===== config.mk =====
export PLATFORM = sky130hd
export DESIGN_NAME = serial_addsub
export DESIGN_NICKNAME = d
export VERILOG_FILES = /design/src/rtl/serial_addsub_pkg.sv /design/src/rtl/full_adder.sv /design/src/rtl/serial_addsub.sv
export SDC_FILE = /design/constraint.sdc
export NUM_CORES = 1
export LEC_CHECK = 0
export ABC_AREA = 1
export BUFFER_PORTS_ARGS = -buffer_cell sky130_fd_sc_hd__buf_4
export CAP_MARGIN = 20
export CORE_UTILIZATION = 54
export DETAILED_ROUTE_END_ITERATION = 10
export PLACE_DENSITY = 0.87
export RECOVER_POWER = 50
export SKIP_CTS_REPAIR_TIMING = 1
export SLEW_MARGIN = 20
export SYNTH_ARGS = -nofsm -noshare
export SYNTH_HDL_FRONTEND = slang
export SYNTH_HIERARCHICAL = 1
export SYNTH_SLANG_ARGS = --single-unit

===== constraint.sdc =====
create_clock -name CLK -period 1.5 [get_ports CLK]
set_input_delay 0.3 -clock CLK [delete_from_list [all_inputs] [get_ports CLK]]
set_output_delay 0.3 -clock CLK [all_outputs]
set_load 0.03 [all_outputs]

===== src/rtl/serial_addsub_pkg.sv =====
// Shared definitions for the bit-serial adder/subtractor: FSM states,
// default operand width and the bit-counter width helper.
package serial_addsub_pkg;

  // Operand/result width used when the instantiating code does not override it.
  localparam int WIDTH_DEFAULT = 8;

  // Sequencer states: waiting, shifting one bit per clock, result pulse.
  typedef enum logic [1:0] {
    IDLE = 2'd0,
    RUN  = 2'd1,
    FIN  = 2'd2
  } state_e;

  // Bit counter width: ceil(log2(width)), never less than one bit.
  function automatic int cnt_width(input int width);
    if (width <= 2) begin
      return 1;
    end else begin
      return $clog2(width);
    end
  endfunction

endpackage


===== src/rtl/full_adder.sv =====
// One-bit full adder; the only arithmetic element of the serial datapath.
module full_adder (
  input  logic a,
  input  logic b,
  input  logic ci,
  output logic s,
  output logic co
);

  assign s  = a ^ b ^ ci;
  assign co = (a & b) | (ci & (a ^ b));

endmodule


===== src/rtl/serial_addsub.sv =====
// Bit-serial adder/subtractor. Operands are captured on START, then one bit
// per clock is pushed LSB first through a single full adder and a carry flop.
// The result, carry-out and overflow appear together with a one-cycle DONE.
module serial_addsub
  import serial_addsub_pkg::*;
#(
  parameter int WIDTH = WIDTH_DEFAULT
) (
  input  logic             CLK,
  input  logic             RST,
  input  logic             START,
  input  logic             SUB,
  input  logic             CIN,
  input  logic [WIDTH-1:0] A,
  input  logic [WIDTH-1:0] B,
  output logic             BUSY,
  output logic             DONE,
  output logic [WIDTH-1:0] DO,
  output logic             CO,
  output logic             OV
);

  localparam int             CNT_W    = cnt_width(WIDTH);
  localparam logic [CNT_W-1:0] CNT_LAST = CNT_W'(WIDTH - 1);

  // Sequencer state
  state_e state_q, state_d;

  // Operand shift registers (LSB presented at bit 0) and captured controls
  logic [WIDTH-1:0] a_q, a_d;
  logic [WIDTH-1:0] b_q, b_d;
  logic             sub_q, sub_d;

  // Partial result: holds result bits 0..WIDTH-2 after the last shift, so
  // the MSB is taken straight from the adder when the result is published.
  logic [WIDTH-2:0] res_q, res_d;

  // Serial carry and bit counter
  logic             carry_q, carry_d;
  logic [CNT_W-1:0] cnt_q, cnt_d;

  // Published result and status
  logic [WIDTH-1:0] do_q, do_d;
  logic             co_q, co_d;
  logic             ov_q, ov_d;
  logic             busy_q, busy_d;
  logic             done_q, done_d;

  // Combinational helpers
  logic capture_s;
  logic last_bit_s;
  logic fa_a_s;
  logic fa_b_s;
  logic fa_s_s;
  logic fa_co_s;

  // New operands are taken whenever the block can accept work and START is high.
  assign capture_s  = START && ((state_q == IDLE) || (state_q == FIN));
  assign last_bit_s = (cnt_q == CNT_LAST);

  // B is stored unmodified; the invert control is applied bit by bit.
  assign fa_a_s = a_q[0];
  assign fa_b_s = b_q[0] ^ sub_q;

  full_adder u_fa (
    .a  (fa_a_s),
    .b  (fa_b_s),
    .ci (carry_q),
    .s  (fa_s_s),
    .co (fa_co_s)
  );

  // Next-state logic: IDLE waits for START, RUN counts bits, FIN lasts one cycle.
  always_comb begin
    state_d = state_q;
    case (state_q)
      IDLE: begin
        if (START) begin
          state_d = RUN;
        end else begin
          state_d = IDLE;
        end
      end
      RUN: begin
        if (last_bit_s) begin
          state_d = FIN;
        end else begin
          state_d = RUN;
        end
      end
      FIN: begin
        if (START) begin
          state_d = RUN;
        end else begin
          state_d = IDLE;
        end
      end
      default: begin
        state_d = IDLE;
      end
    endcase
    busy_d = (state_d == RUN);
    done_d = (state_d == FIN);
  end

  // Datapath: load on capture, shift one bit per RUN cycle, publish on the last bit.
  always_comb begin
    a_d     = a_q;
    b_d     = b_q;
    sub_d   = sub_q;
    res_d   = res_q;
    carry_d = carry_q;
    cnt_d   = cnt_q;
    do_d    = do_q;
    co_d    = co_q;
    ov_d    = ov_q;
    if (capture_s) begin
      a_d     = A;
      b_d     = B;
      sub_d   = SUB;
      carry_d = CIN;
      cnt_d   = '0;
      res_d   = '0;
    end else if (state_q == RUN) begin
      a_d              = a_q >> 1'b1;
      b_d              = b_q >> 1'b1;
      res_d            = res_q >> 1'b1;
      res_d[WIDTH-2]   = fa_s_s;
      carry_d          = fa_co_s;
      if (last_bit_s) begin
        // Counter parks at the last index; it is reloaded on the next capture.
        cnt_d = cnt_q;
        do_d  = {fa_s_s, res_q};
        co_d  = fa_co_s;
        ov_d  = fa_co_s ^ carry_q;
      end else begin
        cnt_d = cnt_q + CNT_W'(1);
      end
    end else begin
      a_d   = a_q;
      b_d   = b_q;
      cnt_d = cnt_q;
    end
  end

  // State and datapath registers; reset overrides any operation in progress.
  always_ff @(posedge CLK) begin
    if (RST) begin
      state_q <= IDLE;
      a_q     <= '0;
      b_q     <= '0;
      sub_q   <= 1'b0;
      res_q   <= '0;
      carry_q <= 1'b0;
      cnt_q   <= '0;
      do_q    <= '0;
      co_q    <= 1'b0;
      ov_q    <= 1'b0;
      busy_q  <= 1'b0;
      done_q  <= 1'b0;
    end else begin
      state_q <= state_d;
      a_q     <= a_d;
      b_q     <= b_d;
      sub_q   <= sub_d;
      res_q   <= res_d;
      carry_q <= carry_d;
      cnt_q   <= cnt_d;
      do_q    <= do_d;
      co_q    <= co_d;
      ov_q    <= ov_d;
      busy_q  <= busy_d;
      done_q  <= done_d;
    end
  end

  assign BUSY = busy_q;
  assign DONE = done_q;
  assign DO   = do_q;
  assign CO   = co_q;
  assign OV   = ov_q;

endmodule


==> results.txt <==
- After layout, the worst path uses 93.4% of the clock period.
- In this run the remaining antenna-violating nets after routing total 0.
- The final layout contains routed wiring with a total length of 3460 microns.
- Area occupied by multi-input gates: 820 sq um
* HPWL after DPL: 2520 microns
- The library cell used most frequently in the layout, excluding fill and tap cells, is sky130_fd_sc_hd__nand2_1.
- Layout cell share with drive strength beyond 1: 17.7%
* Aggregate negative setup slack: 0 ns
- The congestion estimate from routability-driven global placement came to 0.793.
* Drt wl/cell: 10.8 microns
- The worst pin sits at a relative slew slack of 74.1%.
- In the routed layout, each cell is associated on average with a via count of 4.92.
- Pin count of the biggest net entering global routing: 22
- Number of standard cells after synthesis: 238
- At the end of the flow, the number of nets in the layout was 300.
- Setup repair after global routing left no endpoint under its margin.
- Ports: 33
* Global-route congestion overflow total: 0
* Sequential-to-total area share from yosys stat: 45.9%
- The final route contains 1578 vias.
- By area the synthesized netlist is led by sky130_fd_sc_hd__dfxtp_1, sky130_fd_sc_hd__nand2_1, sky130_fd_sc_hd__nor2_1, sky130_fd_sc_hd__nand3_1, sky130_fd_sc_hd__a21oi_1.
- The analysis attributes to cell leakage a power of 1.02 nW.
- Worst min-delay path category: input pin to register
- Wire length of the first global-routing pass: 5910 microns
- Synth Register Bits: 42
- # H-tree levels: 2
- After detailed placement, the total cell area comes to 0.00212 sq mm.
* Clock-pin slew on the worst setup and hold paths: 0.12 ns
- Once the floorplan was initialized, standard cells occupied 58.5% of the core.
- Counting along the longest clock path gives a buffer depth of 2.
* Area of the die: 0.00363 sq mm
* Detailed router's first-iteration violation count: 77
- The total area inside the core boundary comes to 0.00313 sq mm.
- The later pin in the worst-skew pair is clocked with a latency of 0.35 ns.
* N_diodes: 0
- The clock drives 42 sinks.
- Synth-to-layout area growth: 16.1%
- Number of filler instances in the final layout: 273
- The tree is rooted in a sky130_fd_sc_hd__clkbuf_4.
- Once placement completed, the tool counted placed cells totaling 313.
- Count of different cell masters after synthesis: 25
* Final Setup Violations: 0
- Timing would allow up to 714 MHz.
* CTS tree: yes
* Yosys warning count: 6
* Number of max-cap violations: 0
* Die width: 60.2 microns
- Data required time of the worst path: 1.76 ns
- The final count of hold timing violations is 0.
* Cell row count: 20
- A synthesized cell averages 7.69 sq um.
- The via count of the first global-routing pass was 1389.
- Total nets after synthesis: 262
* Area taken by flip-flops and latches: 841 sq um
- Worst setup margin: 0.0996 ns
- Data on the critical path arrives at its endpoint at 1.66 ns.
- The die is 60.2 microns tall.
- Transition time at the pin with the least slew margin: 0.390 ns
- Worst vdd ir: 0.750 mV
* Power per cell area: 1040 mW/mm^2
* Outcome: completed
- The worst setup path is captured at a register.
- For the finished layout, the period the worst path requires is 1.40 ns.
- The count of final max-slew check failures is 0.
* Iteration count of the initial detailed-routing pass: 4
* Antenna violations before repair: 0
- Type of origin of the critical path: register
- Top-area cell type share of the netlist area: 45.9%
- The library cells used most frequently in the layout, excluding fill and tap cells, are sky130_fd_sc_hd__nand2_1, sky130_fd_sc_hd__dfxtp_1, sky130_fd_sc_hd__nor2_1.
- Final hold slack: 0.201 ns
- Along the worst path, the maximum fanout reaches 3.
- Cell area after synthesis: 0.00183 sq mm
- After detailed routing, the number of remaining DRC violations is 0.
- The critical path is of the register to register type.
- Setup WS pre-CTS: 0.115 ns
* Fin cells: 321
* Total routing usage reported by global routing: 21.9%
* Total CTS buffers: 5
- Input and output buffers added on the ports amount to 32.
- sky130_fd_sc_hd__dfxtp_1 takes more of the synthesized area than any other cell.
- Area of all placed cells without fillers: 0.00213 sq mm
- Setup Skew: 0.0105 ns
==> worst paths after layout <==
| check | startpoint | end | slack (ns) | cells after the start |
|---|---|---|---|---|
| min reg2reg | res_q[1]$_SDFFE_PP0N_ | DO[1]$_SDFFE_PP0P_ | 0.47 | 2 |
| min | B[7] | b_q[7]$_SDFFE_PP0P_ | 0.20 | 3 |
| max reg2reg | b_q[0]$_SDFFE_PP0P_ | OV$_SDFFE_PP0P_ | 0.1 | 5 |
| max | b_q[0]$_SDFFE_PP0P_ | OV$_SDFFE_PP0P_ | 0.1 | 5 |
==> report_power, final <==
| part | internal [mW] | switching (mW) | leakage [nW] |
|---|---|---|---|
| Clock | 0.345 | 0.354 | 0.0450 |
| Sequential | 1.17 | 0.0370 | 0.343 |
| Combinational | 0.133 | 0.174 | 0.628 |
| Total | 1.65 | 0.565 | 1.02 |
==> synth_stat cells <==
master and instances:
sky130_fd_sc_hd__nand2_8 1, sky130_fd_sc_hd__nand2_1 55, sky130_fd_sc_hd__dfxtp_1 42, sky130_fd_sc_hd__buf_4 2
sky130_fd_sc_hd__ha_1 2, sky130_fd_sc_hd__nand3b_1 6, sky130_fd_sc_hd__inv_1 15, sky130_fd_sc_hd__xor2_1 2
sky130_fd_sc_hd__nor3_1 4, sky130_fd_sc_hd__nand3_1 25, sky130_fd_sc_hd__nor2_1 34, sky130_fd_sc_hd__nand2_4 2
sky130_fd_sc_hd__fa_1 1, sky130_fd_sc_hd__nand2_2 1, sky130_fd_sc_hd__nor2_8 1, sky130_fd_sc_hd__inv_2 4
sky130_fd_sc_hd__nor2_2 1, sky130_fd_sc_hd__buf_2 1, sky130_fd_sc_hd__o21ai_0 9, sky130_fd_sc_hd__a21oi_1 20
sky130_fd_sc_hd__clkinv_2 1, sky130_fd_sc_hd__inv_4 1, sky130_fd_sc_hd__nor3_2 2, sky130_fd_sc_hd__buf_6 5
sky130_fd_sc_hd__clkbuf_1 1
==> registers in the layout (all words and copies together), names as in the netlist <==
register	count
a_q	8
state_q	2
DO	8
b_q	8
CO	1
carry_q	1
DONE	1
BUSY	1
res_q	7
OV	1
sub_q	1
cnt_q	3
==> critical path, cell delays in order (launching register included) <==
cell                      delay [ns]
sky130_fd_sc_hd__dfxtp_1        0.34
sky130_fd_sc_hd__xor2_1         0.18
sky130_fd_sc_hd__fa_1           0.46
sky130_fd_sc_hd__xor2_1         0.19
sky130_fd_sc_hd__nor2_1         0.10
sky130_fd_sc_hd__nor2_1         0.05
==> logic make-up after synthesis <==
group | share of synthesized area, %
AO/OA/AOI/OAI | 7.93
AND/OR/NAND/NOR | 33.8
buffers and inverters | 8.88
XOR/XNOR | 0.957
flip-flops | 45.9
adder cells (fa/ha/maj) | 2.46
==> layer usage <==
| metal | part of all wire, % | GRT usage [%] |
|---|---|---|
| met5 | 0 | 0 |
| met4 | 1.7 | 7.97 |
| met3 | 4.6 | 4.55 |
| met2 | 47 | 35.2 |
| met1 | 47 | 28.7 |
==> layout make-up <==
cell class                 instances  share of cell area (%)
clock inverter                     3                    1.88
timing repair buffer              40                    11.8
tap                               44                    2.59
clock buffer                       5                    1.77
multi-input combinational        166                    38.6
inverter                          21                    3.88
sequential                        42                    39.6
==> metrics by stage <==
step           utilization [%]  power, mW
2_1_floorplan                -       1.45
3_3_place_gp              67.7       1.54
3_5_place_dp              67.7       1.55
4_1_cts                   70.2       2.24
5_1_grt                   68.0       2.33
6_report                  68.0       2.21
Note: power is estimated with default switching activity, not from simulation.
